===== config.mk =====
export PLATFORM = sky130hd
export DESIGN_NAME = rf_dump_flat
export DESIGN_NICKNAME = d
export VERILOG_FILES = /design/src/rtl/rf_dump_if.sv /design/src/rtl/rf_dump.sv /design/src/flat_wrapper.sv
export SDC_FILE = /design/constraint.sdc
export NUM_CORES = 1
export LEC_CHECK = 0
export CORE_ASPECT_RATIO = 0.6
export CORE_MARGIN = 2
export CORE_UTILIZATION = 49
export DETAILED_ROUTE_END_ITERATION = 12
export PLACE_DENSITY = 0.87
export SLEW_MARGIN = 20
export SYNTH_ARGS = -nofsm -noshare
export SYNTH_HDL_FRONTEND = slang
export SYNTH_SLANG_ARGS = --single-unit

===== constraint.sdc =====
create_clock -name clk -period 2.3 [get_ports clk]
set_clock_uncertainty 0.05 [all_clocks]
set_input_delay 0.46 -clock clk [delete_from_list [all_inputs] [get_ports clk]]
set_output_delay 0.46 -clock clk [all_outputs]
set_load 0.05 [all_outputs]

===== src/rtl/rf_dump_if.sv =====
// rf_dump_if: register-file read port plus the outgoing byte stream of the
// register-file dump engine, bundled so the engine and its neighbours share
// one connection point.
interface rf_dump_if #(
  parameter int ADDR_W = 5
);
  logic [ADDR_W-1:0] rf_addr;
  logic [31:0]       rf_data;
  logic [7:0]        tx_data;
  logic              tx_valid;
  logic              tx_ready;

  // Engine side: drives the RF address and the byte stream.
  modport master (
    output rf_addr, tx_data, tx_valid,
    input  rf_data, tx_ready
  );

  // RF / byte-sink side.
  modport slave (
    input  rf_addr, tx_data, tx_valid,
    output rf_data, tx_ready
  );
endinterface


===== src/rtl/rf_dump.sv =====
// rf_dump: walks registers 0..NREGS-1 through the RF asynchronous read port,
// snapshots each word and streams it big-endian as bytes over a valid/ready
// channel.  Optional macro RF_DUMP_INDEX_EN prefixes each word with a byte
// holding the register index (5 bytes per register instead of 4).
module rf_dump #(
  parameter int NREGS  = 32,
  parameter int ADDR_W = 5
) (
  input  logic       clk,
  input  logic       rst,
  input  logic       start,
  rf_dump_if.master  bus,
  output logic       busy,
  output logic       done
);

  localparam logic [1:0] S_IDLE = 2'd0;
  localparam logic [1:0] S_LOAD = 2'd1;
  localparam logic [1:0] S_SEND = 2'd2;
  localparam logic [1:0] S_DONE = 2'd3;

`ifdef RF_DUMP_INDEX_EN
  localparam logic [2:0] LAST_B = 3'd4;
`else
  localparam logic [2:0] LAST_B = 3'd3;
`endif

  localparam logic [ADDR_W-1:0] LAST_IDX = ADDR_W'(NREGS - 1);

  logic [1:0]        state;
  logic [ADDR_W-1:0] idx;
  logic [2:0]        bcnt;
  logic [31:0]       word;
  logic [7:0]        tx_byte;

  // Select the byte at position b of the frame for register i.
  function automatic logic [7:0] frame_byte(input logic [31:0] w,
                                            input logic [ADDR_W-1:0] i,
                                            input logic [2:0] b);
    logic [7:0] r;
    r = 8'h00;
`ifdef RF_DUMP_INDEX_EN
    case (b)
      3'd0:    r = 8'(i);
      3'd1:    r = w[31:24];
      3'd2:    r = w[23:16];
      3'd3:    r = w[15:8];
      3'd4:    r = w[7:0];
      default: r = 8'h00;
    endcase
`else
    case (b)
      3'd0:    r = w[31:24];
      3'd1:    r = w[23:16];
      3'd2:    r = w[15:8];
      3'd3:    r = w[7:0];
      default: r = 8'h00;
    endcase
    if (i != i) r = 8'h00;  // index unused in this build; keeps the signature uniform
`endif
    return r;
  endfunction

  // Control FSM: idle -> (load -> send bytes) per register -> done pulse.
  always_ff @(posedge clk or negedge rst) begin
    if (!rst) begin
      state <= S_IDLE;
      idx   <= '0;
      bcnt  <= '0;
    end else begin
      case (state)
        S_IDLE: begin
          if (start) begin
            state <= S_LOAD;
            idx   <= '0;
            bcnt  <= '0;
          end
        end
        S_LOAD: state <= S_SEND;
        S_SEND: begin
          if (bus.tx_ready) begin
            if (bcnt == LAST_B) begin
              bcnt <= '0;
              if (idx == LAST_IDX) begin
                state <= S_DONE;
              end else begin
                idx   <= idx + 1'b1;
                state <= S_LOAD;
              end
            end else begin
              bcnt <= bcnt + 3'd1;
            end
          end
        end
        S_DONE:  state <= S_IDLE;
        default: state <= S_IDLE;
      endcase
    end
  end

  // Word snapshot taken at the end of LOAD; isolates the stream from later RF writes.
  always_ff @(posedge clk or negedge rst) begin
    if (!rst) begin
      word <= '0;
    end else if (state == S_LOAD) begin
      word <= bus.rf_data;
    end
  end

  // Current byte, forced to zero outside SEND so the idle bus is quiet.
  always_comb begin
    tx_byte = 8'h00;
    if (state == S_SEND) tx_byte = frame_byte(word, idx, bcnt);
  end

  assign bus.rf_addr  = idx;
  assign bus.tx_data  = tx_byte;
  assign bus.tx_valid = (state == S_SEND);
  assign busy         = (state == S_LOAD) || (state == S_SEND);
  assign done         = (state == S_DONE);

endmodule

===== src/flat_wrapper.sv =====
// flat-port wrapper written by rule: the top's interface ports become plain ports
module rf_dump_flat 
#(
  parameter int NREGS  = 32,
  parameter int ADDR_W = 5
)
  (clk, rst, start, busy, done, bus_rf_addr, bus_tx_data, bus_tx_valid, bus_rf_data, bus_tx_ready);
  rf_dump_if #(.ADDR_W(ADDR_W)) bus_i ();
  input  logic clk;
  input  logic rst;
  input  logic start;
  output logic busy;
  output logic done;
  output wire logic [$bits(bus_i.rf_addr)-1:0] bus_rf_addr;
  output wire logic [$bits(bus_i.tx_data)-1:0] bus_tx_data;
  output wire logic [$bits(bus_i.tx_valid)-1:0] bus_tx_valid;
  input wire logic [$bits(bus_i.rf_data)-1:0] bus_rf_data;
  input wire logic [$bits(bus_i.tx_ready)-1:0] bus_tx_ready;
  assign bus_rf_addr = bus_i.rf_addr;
  assign bus_tx_data = bus_i.tx_data;
  assign bus_tx_valid = bus_i.tx_valid;
  assign bus_i.rf_data = bus_rf_data;
  assign bus_i.tx_ready = bus_tx_ready;
  rf_dump #(.NREGS(NREGS), .ADDR_W(ADDR_W)) u_core (.clk(clk), .rst(rst), .start(start), .bus(bus_i), .busy(busy), .done(done));
endmodule

==> metrics list, run 1 <==
- Status: complete, but fails checks
- Violated checks: negative setup slack
- Overall Power: 3.87 mW
* Leakage power figure: 1.21 nW
- List of cells traversed by the critical path: inv_2, ha_4, or4_4, nand3_4, a21oi_4, buf_8
- Cell at the root of the clock tree: sky130_fd_sc_hd__clkbuf_8
- The total overflow left after global routing is 0.
* Number of cells on the critical path: 6
* Maximum fanout encountered on the critical timing path: 8
- The congestion estimate from routability-driven global placement came to ~0.85.
- Data arrival at the endpoint of the critical path: about 2 ns
* Clock transition at path regs: roughly 0.080 ns
* Launching instance or port of the critical path: u_core.bcnt[0]$_DFFE_PN0P_
- Setup violation total in the final timing report: 8
- The worst hold path belongs to the class input pin to asynchronous set/reset pin.
- Launch point of the worst reg-to-reg path: u_core.bus.rf_addr[0]$_DFFE_PN0P_
- The placed instances occupy a cell area of approximately 0.0028 sq mm.
* Buffer and inverter count on the worst path: 2
- Count of routing violations after the opening detailed-route iteration: between 100 and 150
- Cells with a size suffix above 1 make up 30.7% of the layout.
- Clock tree from TritonCTS: built
- Synthesis produced a netlist with a net count of roughly 220.
- Max-slew violation count: 0
- Total wire length: about 4800 um
* CP max stage delay: around 0.54 ns
- Number of buffers created by CTS: 5
- Compared with the post-synthesis result, the final layout area differs by 40.8%.
* Kind of cell adding the most delay to the critical path: simple AND/OR/NAND/NOR gates
* FF-to-FF path depth: 6
- With fillers left out, the area of the finished cells amounts to around 0.0030 sq mm.
* DRC violation count after routing: 0
* Count of vias placed by the detailed router: about 1,600
- Clock insertion delay at the later pin of the skew report: 0.29 ns
* Largest net degree at the start of global routing: 33
- Of the synthesized area, sequential elements account for 49.6%.
* Mean post-synth cell area: approximately 13 sq um
- Dominant cells by area after synthesis: sky130_fd_sc_hd__dfrtp_1 (50%), sky130_fd_sc_hd__mux2_2 (10%), sky130_fd_sc_hd__mux2_1 (6.9%), sky130_fd_sc_hd__ha_1 (6.5%), sky130_fd_sc_hd__a22oi_1 (5.7%)
- The via count of the first global-routing pass is about 1,600.
- The floorplan step defined a die boundary enclosing between 0.004 and 0.005 sq mm.
- In this run the horizontal extent of the chip is between 80 and 90 um.
- Maximum Capacitance Violations: 0
* Most used flip-flop cell after synthesis: sky130_fd_sc_hd__dfrtp_1
- CTS saw 42 sinks.
- Setup repair after global routing missed its margin: yes
- Effective utilization at floorplan: roughly half
- Dividing the detail-routed via count by the number of cells gives between 5 and 6.
- Post-synthesis register bit count: 42
* Detailed-router iteration count before antenna repair: 4
* Final critical-path required period: approximately 2.5 ns
- Aggregate global-route resource usage: a little over a fifth
- In the post-route analysis, the smallest setup slack over all paths is -0.211 ns.
* Largest area contributor in the synthesized netlist: sky130_fd_sc_hd__dfrtp_1
* Level count of the clock H-tree: 2
- Once placement completed, the tool counted placed cells totaling roughly 280.
- Cell count after synthesis: approximately 170
* Number of antenna diodes: 0
- EDFF count, synth: 0
- Type of the worst setup path: flip-flop to output port
* Std-Cell Core Area: roughly 0.0041 sq mm
- Worst setup slack after placement: between 0.0003 and 0.0004 ns
- During synthesis, Yosys emitted a total of 0 warnings.
- Final net count: between 200 and 300
- The number of antenna violations at the first check in global routing came to 0.
- Count of placed standard cells in the final layout, fillers left out: slightly below 300
- Synthesis instantiated 39 different standard cells from the library.
- Transition time of the tightest slew-check pin: 0.514 ns
- The first global-routing pass estimated approximately 7500 um of wire.
- STA classifies the critical path startpoint as a flip-flop.
- Power density over the cells: around 1300 mW/mm^2
* Synthesized area: 0.00212 sq mm
- Max transition margin: between 60 and 70%
- In this run the biggest area consumer among cell types represents 49.6% of the synthesized area.
- The slowest stage of the critical path belongs to the cell sky130_fd_sc_hd__or4_4.
* Drt wl/cell: around 16 um
* Critical path capture point type: output port
- Die height: approximately 55 um
* Crit path required time: 1.79 ns
* Clk buf depth: 2
- The count of buffers added on input and output ports is 51.
- Detailed Place HPWL: around 3400 um
- The floorplan has 18 rows.
- Proportion of synthesized flip-flops having asynchronous set or reset: 100%
- The sequential cells in the finished layout cover a total of approximately 0.0011 sq mm.
* Max Fclk: between 300 and 400 MHz
- Pin placement for this block handled 52 I/O pins.
- Final clock period utilization by the worst path: 109%
- Total count of hold-check failures in the final report: 0
- Fillers: about 300
* Total area of multi-input combinational cells: around 0.0011 sq mm
- In this run the remaining antenna-violating nets after routing total 0.
- IR drop worst, VDD: between 600 and 700 uV
-- timing repair --
item / in CTS / in global routing
hold buffers: 0 / 0
buffers inserted: 3 / 2
pin swaps: 1 / 1
gates resized for setup: 15 / 3
endpoints found under the setup margin: 8 / 8
-- registers in the layout (all words and copies together), names as in the netlist --
name                cells
u_core.word            32
u_core.bus.rf_addr      5
u_core.bcnt             3
u_core.state            2
-- cells by family (layout without fill, tap and decap cells) --
kind of cell             after synthesis  after routing  synth area share, %
flip-flops                            42             42                 49.6
AO/OA/AOI/OAI                         41             41                 15.6
multiplexers                          32             32                 17.0
AND/OR/NAND/NOR                       26             26                 7.91
buffers and inverters                 17             79                 3.42
adder cells (fa/ha/maj)               11             11                 6.49
-- cell usage after synthesis, types with 2 or more instances --
library cell	instances
sky130_fd_sc_hd__a21oi_1	3
sky130_fd_sc_hd__a21oi_2	8
sky130_fd_sc_hd__a22oi_1	16
sky130_fd_sc_hd__a32o_1	2
sky130_fd_sc_hd__buf_2	7
sky130_fd_sc_hd__clkbuf_1	3
sky130_fd_sc_hd__dfrtp_1	42
sky130_fd_sc_hd__ha_1	11
sky130_fd_sc_hd__inv_1	7
sky130_fd_sc_hd__mux2_1	13
sky130_fd_sc_hd__mux2_2	19
sky130_fd_sc_hd__nand2_1	2
sky130_fd_sc_hd__nand2b_1	4
sky130_fd_sc_hd__nand3b_1	2
sky130_fd_sc_hd__nand4_1	2
sky130_fd_sc_hd__nor2_1	3
sky130_fd_sc_hd__nor2b_1	2
sky130_fd_sc_hd__o211ai_1	2
-- final timing paths --
| check | to | slack (ns) |
|---|---|---|
| worst min-delay path | u_core.word[17]$_DFFE_PN0N_ | 0.08 |
| worst max-delay path | bus_tx_data[2] | -0.21 |
| worst max register to register | u_core.bus.rf_addr[0]$_DFFE_PN0P_ | 0.22 |
| max in group asynchronous | u_core.bcnt[1]$_DFFE_PN0P_ | 1.63 |
| worst min register to register | u_core.word[19]$_DFFE_PN0N_ | 0.44 |
| min in group clk | u_core.word[19]$_DFFE_PN0N_ | 0.44 |
-- worst reg2reg max path, cell delays in order (launching register included) --
cell	delay, ns
sky130_fd_sc_hd__dfrtp_1	0.44
sky130_fd_sc_hd__ha_1	0.23
sky130_fd_sc_hd__and3_1	0.18
sky130_fd_sc_hd__ha_1	0.21
sky130_fd_sc_hd__or3b_1	0.39
sky130_fd_sc_hd__a2111oi_2	0.39
sky130_fd_sc_hd__a21o_1	0.12
-- power by group --
| part | total (mW) | switching (mW) | internal (mW) |
|---|---|---|---|
| Combinational | 2.10 | 1.16 | 0.942 |
| Sequential | 1.29 | 0.209 | 1.08 |
| Clock | 0.490 | 0.249 | 0.241 |
| Total | 3.87 | 1.61 | 2.26 |
-- final cells by class --
class | instances | share of cell area [%]
multi-input cells | 110 | 36.9
clock buffers | 6 | 2.77
clock inverters | 2 | 0.419
flip-flops and latches | 42 | 35.2
well taps | 60 | 2.52
repair buffers | 64 | 21.3
inverters | 7 | 0.881
-- placed cells by master (no fill, tap or decap), types with 3 or more instances in the layout --
cell and instances:
sky130_fd_sc_hd__mux2_2 19, sky130_fd_sc_hd__mux2_1 13, sky130_fd_sc_hd__a22oi_1 16, sky130_fd_sc_hd__a21oi_1 3
sky130_fd_sc_hd__ha_1 6, sky130_fd_sc_hd__dfrtp_1 42, sky130_fd_sc_hd__clkbuf_8 6, sky130_fd_sc_hd__ha_2 3
sky130_fd_sc_hd__buf_6 7, sky130_fd_sc_hd__nor2_1 3, sky130_fd_sc_hd__clkdlybuf4s50_1 40, sky130_fd_sc_hd__buf_4 13
sky130_fd_sc_hd__nand2b_1 4, sky130_fd_sc_hd__a21oi_4 8, sky130_fd_sc_hd__inv_1 5
-- per-layer routing --
layer | vias to the layer above | part of all wire (%) | track usage (%)
met5 | - | 0 | 0
met4 | 0 | 1.8 | 8.08
met3 | 12 | 5.5 | 4.90
met2 | 57 | 45 | 31.8
met1 | 802 | 47 | 30.2
li1 | 752 | - | -
-- through the flow --
step	hold slack, ns	utilization, %	setup TNS [ns]
global placement	0.401	67.5	0
CTS	0.0871	71.6	-1.28
detailed placement	0.412	67.5	0
floorplan	0.114	-	0
finish	0.0832	72.4	-1.58
global route	0.106	72.4	-2.00
Note: power is estimated with default switching activity, not from simulation.
==> run 2, diff against run 1 <==
--- a/config.mk
+++ b/config.mk
@@ -9,6 +9,7 @@
 export CORE_MARGIN = 2
 export CORE_UTILIZATION = 49
 export DETAILED_ROUTE_END_ITERATION = 12
+export HOLD_SLACK_MARGIN = 0.1
 export PLACE_DENSITY = 0.87
 export SLEW_MARGIN = 20
 export SYNTH_ARGS = -nofsm -noshare
==> metrics list, run 2 (same netlist as run 1, synthesis figures left out) <==
* Count of vias placed by the detailed router: 1,612 (-0.68%)
* Layout cells sized above 1: 30.6% (-0.13 points)
- The routed wire length per instance is 16.5 um (+0.41%).
- The routability congestion estimate came to 0.848 (unchanged).
- The final setup violation count was 8 (unchanged).
- Combinational cell fraction of total power: 54.1% (about the same)
- Type of origin of the critical path: flip-flop
- The number of nets with antenna violations after routing was 0 (unchanged).
- Total count of hold-check failures in the final report: 0 (unchanged)
- Leading cell type in the layout, fill and taps excluded: sky130_fd_sc_hd__dfrtp_1
* Power density over the cells: 1290 mW/mm^2 (-0.31%)
* Clock transition at path regs: 0.08 ns (about the same)
- Traced cell by cell, the critical path runs through inv_2, ha_4, or4_4, nand3_4, a21oi_4, buf_8.
- Std-Cell Core Area: 0.00412 sq mm (unchanged)
- The worst setup path is captured at an output port.
- Number of global-route vias before repair: 1,570 (+0.64%)
* Effective utilization at floorplan: 51.4% (unchanged)
- The number of top-level design ports came to 52 (unchanged).
* Dpl cell area: 0.00278 sq mm (unchanged)
- More flip-flops sit in one register than any other, and that register is u_core.word.
- Clock tree from TritonCTS: built
- Leakage power figure: 1.22 nW (+0.35%)
* Die area: 0.00488 sq mm (unchanged)
- Die height: 54.9 um (unchanged)
- The area growth from synthesis to layout is 41.3%.
- The global-route wire length before repair came to 7570 um (+0.28%).
- The headroom to the max-slew limit is 65.6% (-0.13 points).
* Clock insertion delay at the later pin of the skew report: 0.29 ns (about the same)
- The peak supply drop was 642 uV (about the same).
- The per-cell via count in the routed design is 5.52 (-1.0%).
* Detailed-router iteration count before antenna repair: 4 (unchanged)
- DRC violation count after routing: 0 (unchanged)
- The switching power share of the total came to 41.6% (about the same).
- The design internal power came to 2.26 mW (about the same).
- Final cell area excluding filler cells: 0.00299 sq mm (+0.34%)
- Status: complete, but fails checks
- Clock sinks: 42 (unchanged)
- The number of placed instances with taps included came to 278 (unchanged).
* Most used cells in the layout excluding fill and tap cells: sky130_fd_sc_hd__dfrtp_1 (42), sky130_fd_sc_hd__clkdlybuf4s50_1 (40), sky130_fd_sc_hd__mux2_2 (19)
- The largest driver fanout on the critical path came to 8 (unchanged).
- Aggregate global-route resource usage: 21.2% (+0.033 points)
- The violation count after the first detailed-route iteration came to 91 (-18%).
* Initial antenna violation count: 0 (unchanged)
- The fmax is 399 MHz (+0.11%).
- The post-route worst setup slack was -0.208 ns (+0.00272 ns).
- The reported net switching power was 1.61 mW (about the same).
- The path class of the tightest hold or removal check is flip-flop to flip-flop.
* Summed negative setup slack over all endpoints: -1.56 ns (+0.0224 ns)
- Data arrival at the endpoint of the critical path: 2.00 ns (about the same)
- The total buffers and inverters traversed by the critical path was 2 (unchanged).
* Clock network fraction of design power: 12.7% (about the same)
- The slowest stage of the critical path is the sky130_fd_sc_hd__or4_4 cell.
- Type of the worst setup path: flip-flop to output port
- Final clock period utilization by the worst path: 109% (-0.12 points)
- Clk buf depth: 2 (unchanged)
- The setup slack at placement was 0.000394 ns (unchanged).
* Final critical-path required period: 2.51 ns (-0.00272 ns)
- Detailed Place HPWL: 3380 um (unchanged)
* Total wire length: 4810 um (+0.75%)
- CP max stage delay: 0.54 ns (about the same)
- The sequential group share of total power was 33.2% (about the same).
* Residual overflow from global routing: 0 (unchanged)
- Maximum Capacitance Violations: 0 (unchanged)
* Setup repair after global routing missed its margin: yes
- The register-to-register setup slack is 0.22 ns (about the same).
- The number of H-tree levels was 2 (unchanged).
- Fillers: 297 (-0.67%)
- The TritonCTS buffer count was 5 (unchanged).
* Violated checks: negative setup slack
- The number of nets in the final layout is 278 (+0.36%).
* Kind of cell adding the most delay to the critical path: simple AND/OR/NAND/NOR gates
- The transition time at the pin with the least slew margin is 0.516 ns (+0.00202 ns).
- The maximum number of pins on one net before global-route repair came to 33 (unchanged).
- The flip-flop count of the largest register after layout is 32 (unchanged).
* Count of placed standard cells in the final layout, fillers left out: 292 (+0.34%)
* # port buffers: 51 (unchanged)
- The critical path data required time came to 1.79 ns (about the same).
- Number of antenna diodes: 0 (unchanged)
- Die Width: 88.9 um (unchanged)
* # rows: 18 (unchanged)
* Max-slew violation count: 0 (unchanged)
- Cell at the root of the clock tree: sky130_fd_sc_hd__clkbuf_8
run 2: stage by stage:
stage / util (%) / power [mW] / hold slack (ns)
2_1_floorplan: - / 2.72 / 0.114
3_3_place_gp: 67.5 / 3.19 / 0.401
3_5_place_dp: 67.5 / 3.25 / 0.412
4_1_cts: 71.9 / 3.85 / 0.445
5_1_grt: 72.6 / 4.12 / 0.456
6_report: 72.6 / 3.88 / 0.444
run 2: area by class of cell:
class	instances	area, sq um	area share [%]
clock inverter	2	12.5	0.418
inverter	7	26.3	0.878
clock buffer	6	82.6	2.76
sequential	42	1050	35.1
tap	60	75.1	2.51
timing repair buffer	65	647	21.6
multi-input combinational	110	1100	36.7
run 2: what timing repair did:
item                                    CTS  global route
hold buffers                              1             0
endpoints found under the setup margin    8             8
endpoints found under the hold margin    21             0
resized for setup                        15             3
buffers inserted                          3             2
pin swaps                                 1             1
run 2: layer usage:
metal	vias up	routed length [um]	part of all wire, %	GRT usage [%]
li1	752	-	-	-
met2	54	2140	45	32.1
met4	0	78	1.6	8.08
met3	10	279	5.8	4.90
met1	796	2310	48	30.1
met5	-	0	0	0
run 2: worst paths after layout:
path,startpoint,end,cells past startpoint
setup / recovery,u_core.bcnt[0]$_DFFE_PN0P_,bus_tx_data[2],6
hold / removal,u_core.word[19]$_DFFE_PN0N_,u_core.word[19]$_DFFE_PN0N_,1
setup reg to reg,u_core.bus.rf_addr[0]$_DFFE_PN0P_,u_core.bus.rf_addr[0]$_DFFE_PN0P_,6
hold reg to reg,u_core.word[19]$_DFFE_PN0N_,u_core.word[19]$_DFFE_PN0N_,1
max in group asynchronous,rst,u_core.bcnt[1]$_DFFE_PN0P_,3
min in group asynchronous,rst,u_core.word[17]$_DFFE_PN0N_,2
run 2: power groups by stage:
| stage | sequential (mW) | clock [mW] | combinational (mW) |
|---|---|---|---|
| after global routing | 1.32 | 0.540 | 2.26 |
| final | 1.29 | 0.491 | 2.10 |
| after floorplan | 1.28 | 0 | 1.44 |
| after global placement | 1.27 | 0 | 1.92 |
| after detailed placement | 1.30 | 0 | 1.96 |
| after CTS | 1.28 | 0.505 | 2.06 |
==> run 3, diff against run 2 <==
--- a/config.mk
+++ b/config.mk
@@ -5,6 +5,7 @@
 export SDC_FILE = /design/constraint.sdc
 export NUM_CORES = 1
 export LEC_CHECK = 0
+export ABC_CLOCK_PERIOD_IN_PS = 2300
 export CORE_ASPECT_RATIO = 0.6
 export CORE_MARGIN = 2
 export CORE_UTILIZATION = 49
==> results of run 3 <==
No change in the layout: final DEF, timing and power equal those of run 2.
